<file path="config.mk">
export PLATFORM = sky130hd
export DESIGN_NAME = oric_sdram_bridge
export DESIGN_NICKNAME = d
export VERILOG_FILES = /design/src/rtl/oric_pkg.sv /design/src/rtl/oric_reset_stretch.sv /design/src/rtl/oric_sdram_bridge.sv
export SDC_FILE = /design/constraint.sdc
export NUM_CORES = 1
export LEC_CHECK = 0
export BUFFER_PORTS_ARGS = -buffer_cell sky130_fd_sc_hd__buf_4
export CORE_ASPECT_RATIO = 1.25
export CORE_UTILIZATION = 60
export CTS_BUF_LIST = sky130_fd_sc_hd__clkbuf_8
export DETAILED_ROUTE_END_ITERATION = 6
export GPL_ROUTABILITY_DRIVEN = 0
export PLACE_DENSITY = 0.93
export REMOVE_ABC_BUFFERS = 1
export SLEW_MARGIN = 10
export SYNTH_ARGS = -nofsm -noshare
export SYNTH_HDL_FRONTEND = slang
export SYNTH_SLANG_ARGS = --single-unit
</file>
<file path="constraint.sdc">
create_clock -name clk_sys -period 3.5 [get_ports clk_sys]
set_input_delay 0.35 -clock clk_sys [delete_from_list [all_inputs] [get_ports clk_sys]]
set_output_delay 0.35 -clock clk_sys [all_outputs]
set_load 0.05 [all_outputs]
</file>
<file path="src/rtl/oric_pkg.sv">
// Shared types and constants for the Oric RAM bus to SDRAM port bridge.
package oric_pkg;

  typedef struct packed {
    logic [15:0] addr;
    logic        we;
    logic [7:0]  data;
  } mem_op_t;

  typedef enum logic {
    IDLE,
    WAIT_ACK
  } bridge_state_t;

  localparam logic [1:0] DS_LO   = 2'b01;
  localparam logic [1:0] DS_HI   = 2'b10;
  localparam logic [1:0] DS_WORD = 2'b11;

  // Byte-lane mask: writes hit one lane chosen by addr[0], reads fetch the word.
  function automatic logic [1:0] op_ds(input mem_op_t op);
    if (op.we) return op.addr[0] ? DS_HI : DS_LO;
    return DS_WORD;
  endfunction

endpackage

</file>
<file path="src/rtl/oric_reset_stretch.sv">
// Stretched core reset: held for RST_STRETCH cycles after the last of
// reset, ext_reset or a rom_sel change.
module oric_reset_stretch
  import oric_pkg::*;
#(
  parameter int unsigned RST_STRETCH = 16
) (
  input  logic clk_sys,
  input  logic reset,
  input  logic ext_reset,
  input  logic rom_sel,
  output logic core_reset
);

  localparam int unsigned CW = $clog2(RST_STRETCH + 1);

  logic [CW-1:0] cnt;
  logic          rom_q;
  logic          cause;

  // Any reset cause, including a change of ROM selection.
  always_comb cause = ext_reset | (rom_sel != rom_q);

  // Reload the counter on any cause, otherwise count down to zero.
  always_ff @(posedge clk_sys) begin
    if (reset) begin
      rom_q <= rom_sel;
      cnt   <= CW'(RST_STRETCH);
    end else begin
      rom_q <= rom_sel;
      if (cause)
        cnt <= CW'(RST_STRETCH);
      else if (cnt != '0)
        cnt <= cnt - CW'(1);
    end
  end

  // Core reset stays asserted while the counter is running.
  always_comb core_reset = (cnt != '0);

endmodule

</file>
<file path="src/rtl/oric_sdram_bridge.sv">
// Oric byte-wide RAM bus to SDRAM port 1 (toggle handshake) bridge, with a
// one-deep pending slot and the stretched core reset.
module oric_sdram_bridge
  import oric_pkg::*;
#(
  parameter int unsigned RST_STRETCH = 16
) (
  input  logic        clk_sys,
  input  logic        reset,
  input  logic        ext_reset,
  input  logic        rom_sel,
  input  logic        cpu_cs,
  input  logic        cpu_oe,
  input  logic        cpu_we,
  input  logic [15:0] cpu_addr,
  input  logic [7:0]  cpu_din,
  output logic [7:0]  cpu_dout,
  output logic        busy,
  output logic        overrun,
  output logic        core_reset,
  output logic        sdram_req,
  input  logic        sdram_ack,
  output logic [15:0] sdram_a,
  output logic        sdram_we,
  output logic [1:0]  sdram_ds,
  output logic [15:0] sdram_d,
  input  logic [15:0] sdram_q
);

  bridge_state_t state, state_n;

  logic        cs_q, oe_q, we_q;
  logic [15:0] addr_q;
  logic        trigger;
  mem_op_t     trig_op;

  mem_op_t     pend_op, pend_op_n;
  logic        pend_valid, pend_valid_n;
  logic        overrun_n;
  logic [7:0]  rd_byte, rd_byte_n;
  logic        complete;
  logic        issue;
  mem_op_t     issue_op;

  oric_reset_stretch #(
    .RST_STRETCH(RST_STRETCH)
  ) u_reset_stretch (
    .clk_sys   (clk_sys),
    .reset     (reset),
    .ext_reset (ext_reset),
    .rom_sel   (rom_sel),
    .core_reset(core_reset)
  );

  // New bus access: strobe rising edge, or read address changing under oe.
  always_comb begin
    trigger = (cpu_cs & cpu_oe & ~(cs_q & oe_q))
            | (cpu_cs & cpu_we & ~(cs_q & we_q))
            | (cpu_cs & cpu_oe & (cpu_addr != addr_q));
    trig_op = '{addr: cpu_addr, we: cpu_we, data: cpu_din};
  end

  // FSM state register.
  always_ff @(posedge clk_sys) begin
    if (reset) state <= IDLE;
    else       state <= state_n;
  end

  // Next state, issue decision, pending slot and read-byte capture.
  // On completion the pending op is issued first; a same-edge trigger
  // then takes the freed slot instead of being dropped.
  always_comb begin
    state_n      = state;
    pend_op_n    = pend_op;
    pend_valid_n = pend_valid;
    overrun_n    = overrun;
    rd_byte_n    = rd_byte;
    issue        = 1'b0;
    issue_op     = trig_op;
    complete     = (state == WAIT_ACK) && (sdram_ack == sdram_req);

    case (state)
      IDLE: begin
        if (trigger) begin
          issue   = 1'b1;
          state_n = WAIT_ACK;
        end
      end
      WAIT_ACK: begin
        if (complete) begin
          if (!sdram_we)
            rd_byte_n = sdram_a[0] ? sdram_q[15:8] : sdram_q[7:0];
          if (pend_valid) begin
            issue        = 1'b1;
            issue_op     = pend_op;
            pend_valid_n = trigger;
            if (trigger) pend_op_n = trig_op;
          end else if (trigger) begin
            issue = 1'b1;
          end else begin
            state_n = IDLE;
          end
        end else if (trigger) begin
          if (!pend_valid) begin
            pend_valid_n = 1'b1;
            pend_op_n    = trig_op;
          end else begin
            overrun_n = 1'b1;
          end
        end
      end
      default: state_n = IDLE;
    endcase
  end

  // Bus history, SDRAM request outputs and bridge status registers.
  always_ff @(posedge clk_sys) begin
    if (reset) begin
      cs_q       <= 1'b0;
      oe_q       <= 1'b0;
      we_q       <= 1'b0;
      addr_q     <= '0;
      sdram_req  <= sdram_ack;
      sdram_a    <= '0;
      sdram_we   <= 1'b0;
      sdram_ds   <= DS_WORD;
      sdram_d    <= '0;
      pend_op    <= '0;
      pend_valid <= 1'b0;
      overrun    <= 1'b0;
      rd_byte    <= '0;
    end else begin
      cs_q       <= cpu_cs;
      oe_q       <= cpu_oe;
      we_q       <= cpu_we;
      addr_q     <= cpu_addr;
      pend_op    <= pend_op_n;
      pend_valid <= pend_valid_n;
      overrun    <= overrun_n;
      rd_byte    <= rd_byte_n;
      if (issue) begin
        sdram_req <= ~sdram_req;
        sdram_a   <= issue_op.addr;
        sdram_we  <= issue_op.we;
        sdram_ds  <= op_ds(issue_op);
        sdram_d   <= {issue_op.data, issue_op.data};
      end
    end
  end

  // Read data is gated by the chip select seen at the last edge.
  always_comb begin
    cpu_dout = cs_q ? rd_byte : '0;
    busy     = pend_valid;
  end

endmodule

</file>
==> results_dict.tcl, run 1 <==
set metrics [dict create \
    seq_area_um2 1792 \
    cp-start-kind "flip-flop" \
    power.density_nw_per_um2 463.5 \
    skew_ns 0.01301 \
    antenna_found_initial 0 \
    met2_usage 0.4583 \
    post_cts.repair.setup_buffers 0 \
    slew_headroom 0.2839 \
    drtIter0Drc 153 \
    final_common_cell "buf_4" \
    synth-edff-count 1 \
    syn_to_final_growth_pct 20.84 \
    pin_count 95 \
    track_usage 0.2477 \
    portBuffers 94 \
    vias 3231 \
    cts-resized-gates 0 \
    hp-class "primary input to flip-flop" \
    nFillCells 459 \
    cts_tree "built" \
    fin_nets 565 \
    synthSimpleGateAreaFrac 0.2248 \
    synthMuxAreaShare 0.1664 \
    async_reset_ff_frac 0 \
    grt_overflow_total 0 \
    period_share 0.7562 \
    wl_per_cell_um 14.70 \
    tightest_slew_ns 1.074 \
    synth_area_um2 4197 \
    rsz0062_at_grt "false" \
    synth_cell_types 38 \
    drc 0 \
    critPathRequiredTime_ns 3.74 \
    cts_root_buf "clkbuf_8" \
    core-area_um2 6648 \
    clk_latency_ns 0.36 \
    drive_gt1_frac 0.3013 \
    postCtsHoldBufs 0 \
    synth_top_area_share 0.4198 \
    synthAdderAreaFrac 0.002982 \
    yosys_most_used_dff "dfxtp_1" \
    initial_utilization 0.6313 \
    arrival_ns 2.89 \
    end_kind "flip-flop" \
    synth-compound-area-share 0.07752 \
    synth_seq_cells 89 \
    synthTopCellsByArea "dfxtp_1 (42%), nor2b_1 (9.1%), mux2_2 (6.2%)" \
    hpwlAfterDp_um 6046 \
    fin_tns_setup_ns 0 \
    grt_pass1_wl_um 14230 \
    finalHoldViolations 0 \
    avgSynthCellArea_um2 9.559 \
    peakVddDrop_v 0.0003181 \
    status "completed" \
    cap_violations 0 \
    synth_top_family_by_area "simple AND/OR/NAND/NOR gates" \
    grt.busiest_layer "met2" \
    die_w_um 76.80 \
    multi_input_area_um2 2183 \
    cts_sinks 89 \
    path_class "flip-flop to flip-flop" \
    final_cells 608 \
    synthCells 439 \
    ant_nets 0 \
    grt_use_met3 0.04402 \
    ys_warn_count 0 \
    fin_total_pwr_mw 2.350 \
    n_antenna_cell 0 \
    period_minus_slack_ns 2.647 \
    ys_seq_area_frac 0.4270 \
    drt-pass1-iter-count 5 \
    drv_slew 0 \
    grt_pass1_vias 3180 \
    ctsLongestPathBuffers 2 \
    finalSetupViolCount 0 \
    final_cell_mix "buf_4 (99), dfxtp_1 (88), nor2b_1 (61), nand2_1 (56), a21oi_1 (31)" \
    vias_per_cell 5.314 \
    wl_um 8938 \
    die_area_um2 7335 \
    rows 33 \
    placedCellCount 592 \
    path_max_fanout 13 \
    synth-xor-area-share 0.04800 \
    clkSlewWorstSetupHoldPaths_ns 0.09 \
    leakagePower_nw 2.183 \
    htree_levels 3 \
    yosysTopAreaCell "dfxtp_1" \
    cts_buffers 9 \
    grt_max_degree 122 \
    fmax_ghz 0.3778 \
    fp.dieH_um 95.51 \
    use_met1 0.2722 \
]
## worst max-delay path, stage by stage (launching register included)
cell and delay [ns]:
edfxtp_1 0.45, xnor2_1 0.38, xnor2_1 0.19, nand3_1 0.09
o21ba_1 0.75, buf_4 0.31, mux2_2 0.35
## layout make-up
cell class | count | share of cell area
multi-input combinational | 313 | 0.4305
sequential | 89 | 0.3533
timing repair buffer | 99 | 0.1466
clock buffer | 11 | 0.02985
tap | 87 | 0.02147
clock inverter | 5 | 0.01530
inverter | 4 | 0.002961
## sequential cells by signal, indices dropped and copies added (netlist names)
signal                 cells
we_q                       1
rd_byte                    8
overrun                    1
pend_op                   25
u_reset_stretch.rom_q      1
sdram_we                   1
u_reset_stretch.cnt        5
sdram_req                  1
sdram_a                   16
sdram_ds                   2
state                      1
busy                       1
oe_q                       1
cs_q                       1
addr_q                    16
sdram_d                    8
## final timing paths
kind                   from                    end  slack (ns)  cells past startpoint
setup / recovery  sdram_req            pend_op[10]        0.85                      6
hold / removal      rom_sel  u_reset_stretch.rom_q        0.10                      1
setup reg to reg  sdram_req            pend_op[10]        0.85                      6
hold reg to reg     overrun                overrun        0.45                      2
## cells in the mapped netlist (2+ instances only)
cell type and instances:
xor2_1 15, mux2_4 12, mux2i_1 18, mux2_2 23, nor3_1 4, nand2_1 56
buf_6 3, o21ai_0 6, nor2b_1 61, nor4_2 2, inv_1 4, dfxtp_1 88
and2_1 8, xnor2_1 8, nand3_1 5, buf_12 2, a21oi_1 31, nand2b_1 17
clkbuf_1 19, a211oi_1 9, buf_4 8, mux2_1 7, nand3b_1 2, nor2_1 17
## power by group
| part | leakage, nW | internal (mW) | switching, mW |
|---|---|---|---|
| combinational | 1.33 | 0.178 | 0.261 |
| clock | 0.121 | 0.440 | 0.365 |
| sequential | 0.731 | 1.07 | 0.0363 |
| total | 2.18 | 1.69 | 0.662 |
## stage by stage
stage,instance area (um^2),utilization,hold WS [ns],setup WS (ns)
after floorplan,3988,-,0.3777,0.7412
after global placement,4842,0.7284,0.4363,1.013
after detailed placement,4842,0.7284,0.4437,0.9528
after CTS,5071,0.7628,0.09893,0.8823
after global routing,5071,0.7628,0.09491,0.7679
final,5071,0.7628,0.1041,0.8534
## layer usage
layer  vias to the layer above  routed length (um)
met2                       100                4708
met1                      1518                3618
met3                        15                 451
met5                         -                   0
li1                       1598                   -
met4                         0                 161
## logic make-up after synthesis
kind of cell,Yosys count
and+or+nand+nor,176
DFF,89
muxes,60
AOI/OAI and AO/OA,53
buffers and inverters,37
xor gates and xnor gates,23
adders and majority gates,1
(Power assumes the default switching activity.)
==> inputs of run 2 (changes only) <==
--- a/config.mk
+++ b/config.mk
@@ -7,11 +7,11 @@
 export LEC_CHECK = 0
 export BUFFER_PORTS_ARGS = -buffer_cell sky130_fd_sc_hd__buf_4
 export CORE_ASPECT_RATIO = 1.25
-export CORE_UTILIZATION = 60
+export CORE_UTILIZATION = 51
 export CTS_BUF_LIST = sky130_fd_sc_hd__clkbuf_8
 export DETAILED_ROUTE_END_ITERATION = 6
 export GPL_ROUTABILITY_DRIVEN = 0
-export PLACE_DENSITY = 0.93
+export PLACE_DENSITY = 0.85
 export REMOVE_ABC_BUFFERS = 1
 export SLEW_MARGIN = 10
 export SYNTH_ARGS = -nofsm -noshare
==> constraint.sdc (replaced) <==
create_clock -name clk_sys -period 2.3 [get_ports clk_sys]
set_input_delay 0.23 -clock clk_sys [delete_from_list [all_inputs] [get_ports clk_sys]]
set_output_delay 0.23 -clock clk_sys [all_outputs]
set_load 0.05 [all_outputs]
==> run 2 against run 1 <==
  * Worst hold slack improved by 0.024 ns
  * Clock power grew 15%
  * Combinational power up 56%
  * Clock-buffer cell count shrank 2
  * Critical endpoint is now sdram_d[8]
  * Highest routed layer unchanged
==> results_dict.tcl, run 2 (synthesis results as in run 1) <==
set metrics [dict create \
    status "completed" \
    grt_pass1_wl_um 14250 \
    pin_count 95 \
    reg_top3 "pend_op: 25 flops, addr_q: 16 flops, sdram_a: 16 flops" \
    rows 36 \
    end_kind "flip-flop" \
    crit_chain "a21boi_2 > a211oi_2 > nand4_2 > o21ai_4 > buf_4 > mux2_2" \
    largest_reg_flops 25 \
    drc 0 \
    slew_headroom 0.6246 \
    grt_overflow_total 0 \
    wl_um 8694 \
    cp-start-kind "flip-flop" \
    slowest_stage "dfxtp_1" \
    die_w_um 83.14 \
    cts_root_buf "clkbuf_8" \
    core-area_um2 7883 \
    regMostFlops "pend_op" \
    post_cts.repair.setup_buffers 0 \
    final_cell_mix "buf_4 (101), dfxtp_1 (88), nor2b_1 (61), nand2_1 (56), a21oi_1 (31)" \
    finish.utilization 0.6465 \
    antenna_found_initial 0 \
    setup_ws_ns 0.2151 \
    hp-class "primary input to flip-flop" \
    tightest_slew_ns 0.5632 \
    power.density_nw_per_um2 645.9 \
    fp.dieH_um 103.4 \
    finalSetupViolCount 0 \
    n_antenna_cell 0 \
    slowest_delay_ns 0.50 \
    wl_per_cell_um 14.00 \
    clkSlewWorstSetupHoldPaths_ns 0.08 \
    critPathRequiredTime_ns 2.54 \
    period_minus_slack_ns 2.085 \
    cts_tree "built" \
    cap_violations 0 \
    drtIter0Drc 145 \
    drv_slew 0 \
    finalHoldViolations 0 \
    ctsLongestPathBuffers 2 \
    placedCellCount 605 \
    vias_per_cell 5.205 \
    fin_nets 571 \
    clk_latency_ns 0.36 \
    ant_nets 0 \
    multi_input_area_um2 2183 \
    period_share 0.9065 \
    cts_sinks 89 \
    postCtsHoldBufs 1 \
    skew_ns 0.01623 \
    track_usage 0.2095 \
    path_max_fanout 17 \
    cpLargestDelayFamily "compound AO/OA/AOI/OAI gates" \
    cts-resized-gates 0 \
    final_common_cell "buf_4" \
    fmax_ghz 0.4796 \
    die_area_um2 8598 \
    htree_levels 3 \
    syn_to_final_growth_pct 21.44 \
    finalHoldWorstSlack_ns 0.1284 \
    nFillCells 660 \
    cts_buffers 9 \
    seq_area_um2 1792 \
    initial_utilization 0.5324 \
    peakVddDrop_v 0.0004233 \
    path_class "flip-flop to flip-flop" \
    final_cells 621 \
    grt_pass1_vias 3104 \
    drive_gt1_frac 0.3099 \
    hpwlAfterDp_um 6009 \
    arrival_ns 2.33 \
    grt_max_degree 60 \
    rsz0062_at_grt "false" \
    path_buf_inv 1 \
    fin_tns_setup_ns 0 \
    leakagePower_nw 2.188 \
    post-place-ws_ns 0.1713 \
    drt-pass1-iter-count 4 \
    portBuffers 94 \
    vias 3232 \
]
## run 2: cell count changes in the layout (fill, tap and decap cells not counted), moves of 2 or more
cell,before,now
buf_12,0,3
clkinv_2,1,4
buf_4,99,101
bufinv_16,2,0
clkbuf_8,11,9
## run 2: report_power, final
part	switching, mW	internal [mW]
combinational	0.398	0.286
sequential	0.0550	1.63
clock	0.543	0.381
total	0.996	2.30
## run 2: layer usage
layer  GRT usage  up-vias  wire length [um]
met5           0        -                 0
met4     0.09682        0               149
met3     0.03651       15               401
met2      0.3840       97              4475
met1      0.2408     1516              3667
li1            -     1604                 -
## run 2: final cells by class
class / instances / area share
multi-input cells: 313 / 0.4284
inverters: 4 / 0.002946
clock buffers: 9 / 0.02431
clock inverters: 6 / 0.006875
flip-flops and latches: 89 / 0.3516
well taps: 95 / 0.02332
repair buffers: 105 / 0.1625
## run 2: worst paths after layout
path | start | end | slack (ns) | cells after the start
setup reg to reg | cs_q | sdram_d[8] | 0.22 | 6
setup / recovery | cs_q | sdram_d[8] | 0.22 | 6
hold reg to reg | overrun | overrun | 0.45 | 2
hold / removal | cpu_cs | cs_q | 0.13 | 2
## run 2: metrics by stage
step | power [mW] | area [um^2]
global placement | 2.381 | 4927
CTS | 3.325 | 5096
detailed placement | 2.405 | 4927
floorplan | 2.138 | 3988
global route | 3.434 | 5096
finish | 3.292 | 5096
==> inputs of run 3 (changes only) <==
--- a/config.mk
+++ b/config.mk
@@ -5,8 +5,9 @@
 export SDC_FILE = /design/constraint.sdc
 export NUM_CORES = 1
 export LEC_CHECK = 0
-export BUFFER_PORTS_ARGS = -buffer_cell sky130_fd_sc_hd__buf_4
+export BUFFER_PORTS_ARGS = -buffer_cell sky130_fd_sc_hd__buf_2
 export CORE_ASPECT_RATIO = 1.25
+export CORE_MARGIN = 2
 export CORE_UTILIZATION = 51
 export CTS_BUF_LIST = sky130_fd_sc_hd__clkbuf_8
 export DETAILED_ROUTE_END_ITERATION = 6
==> run 3 against run 2 <==
  * Final cell count rose by 0.48%
  * Clock power increased by 15%
  * Clock skew decreased by 0.0056 ns
  * Worst hold slack better by 0.017 ns
  * Critical path type unchanged
  * Largest cell class unchanged
==> results_dict.tcl, run 3 (synthesis results as in run 1) <==
set metrics [dict create \
    finish.utilization 0.6031 \
    period_share 0.8921 \
    syn_to_final_growth_pct 16.43 \
    p_int_mw 2.408 \
    cts_sinks 89 \
    vias_per_cell 5.128 \
    drc 0 \
    grt_overflow_total 0 \
    grt_max_degree 64 \
    drt-pass1-iter-count 4 \
    cts_root_buf "clkbuf_8" \
    clk_latency_ns 0.35 \
    crit_chain "a21boi_2 > a211oi_2 > nand4_2 > o21ai_4 > buf_4 > mux2_2" \
    wl_um 8415 \
    finalSetupViolCount 0 \
    fp.dieH_um 105.4 \
    hpwlAfterDp_um 5873 \
    slowest_stage "dfxtp_1" \
    regMostFlops "pend_op" \
    track_usage 0.1885 \
    r2r-start "cs_q" \
    core-area_um2 8102 \
    seqPwrFrac 0.500 \
    hp-start "cpu_oe" \
    tightest_slew_ns 0.6102 \
    final_common_cell "buf_2" \
    antenna_found_initial 0 \
    largest_reg_flops 25 \
    comb_power_share 0.185 \
    rsz0062_at_grt "false" \
    cp-start-kind "flip-flop" \
    reg_top3 "pend_op: 25 flops, addr_q: 16 flops, sdram_a: 16 flops" \
    hp-class "primary input to flip-flop" \
    n_antenna_cell 0 \
    seq_area_um2 1792 \
    ant_nets 0 \
    final_cells 624 \
    power.share.clock 0.315 \
    fin_nets 572 \
    status "completed" \
    final_cell_mix "buf_2 (93), dfxtp_1 (88), nor2b_1 (61), nand2_1 (56), a21oi_1 (31)" \
    htree_levels 3 \
    drv_slew 0 \
    rows 37 \
    path_class "flip-flop to flip-flop" \
    wl_per_cell_um 13.49 \
    period_minus_slack_ns 2.052 \
    ctsLongestPathBuffers 2 \
    cts_tree "built" \
    die_area_um2 8975 \
    critPathRequiredTime_ns 2.53 \
    vias 3200 \
    path_max_fanout 16 \
    swShare 0.2844 \
    leakagePower_nw 2.153 \
    fin_total_pwr_mw 3.365 \
    cts_buffers 9 \
    peakVddDrop_v 0.0003826 \
    startpoint "cs_q" \
    pin_count 95 \
    nFillCells 677 \
    die_w_um 85.14 \
    skew_ns 0.01062 \
    cap_violations 0 \
    power.switching_mw 0.9572 \
    grt_pass1_vias 3138 \
    arrival_ns 2.28 \
    cts-resized-gates 0 \
    slew_headroom 0.5932 \
    end_kind "flip-flop" \
    path_buf_inv 1 \
    cpLargestDelayFamily "compound AO/OA/AOI/OAI gates" \
    initial_utilization 0.5180 \
    placedCellCount 608 \
    clkSlewWorstSetupHoldPaths_ns 0.08 \
    portBuffers 94 \
    fmax_ghz 0.4874 \
    multi_input_area_um2 2183 \
    power.density_nw_per_um2 688.7 \
    grt_pass1_wl_um 13670 \
    slowest_delay_ns 0.49 \
    finalHoldViolations 0 \
    drive_gt1_frac 0.3074 \
    drtIter0Drc 152 \
]
## run 3: power groups by stage
stage                     clock network [mW]  logic (mW)  registers (mW)
after global placement                     0       0.608            1.71
after detailed placement                   0       0.623            1.72
after CTS                               1.08       0.627            1.68
after floorplan                            0       0.265            1.87
final                                   1.06       0.623            1.68
after global routing                    1.14       0.669            1.69
## run 3: cell type report
| cell class | instances | area share |
|---|---|---|
| clock inverter | 4 | 0.009219 |
| tap | 97 | 0.02484 |
| clock buffer | 11 | 0.03099 |
| sequential | 89 | 0.3667 |
| timing repair buffer | 106 | 0.1183 |
| inverter | 4 | 0.003073 |
| multi-input combinational | 313 | 0.4469 |
## run 3: per-stage QoR
step / hold WS (ns) / setup WS, ns / TNS (ns) / cell area [um^2]
3_5_place_dp: 0.3614 / 0.2219 / 0 / 4679
3_3_place_gp: 0.3577 / 0.2974 / 0 / 4679
5_1_grt: 0.1476 / 0.1033 / 0 / 4886
6_report: 0.1457 / 0.2481 / 0 / 4886
4_1_cts: 0.1306 / 0.2415 / 0 / 4886
2_1_floorplan: 0.2577 / -0.4588 / -9.082 / 3988
## run 3: path summary, 6_finish.rpt
kind,end,cells after the start,slack [ns]
setup / recovery,sdram_a[6],6,0.25
hold / removal,oe_q,2,0.15
setup reg to reg,sdram_a[6],6,0.25
hold reg to reg,overrun,2,0.45
## run 3: layer usage
metal,GRT usage,part of all wire
met5,0,0
met4,0.09070,0.027
met3,0.03994,0.057
met2,0.3158,0.48
met1,0.2276,0.44
## run 3: repair_timing
| action | in CTS | in global routing |
|---|---|---|
| setup endpoints to repair | 0 | 0 |
| hold buffers | 1 | 0 |
| setup buffers | 0 | 0 |
| endpoints found under the hold margin | 1 | 0 |
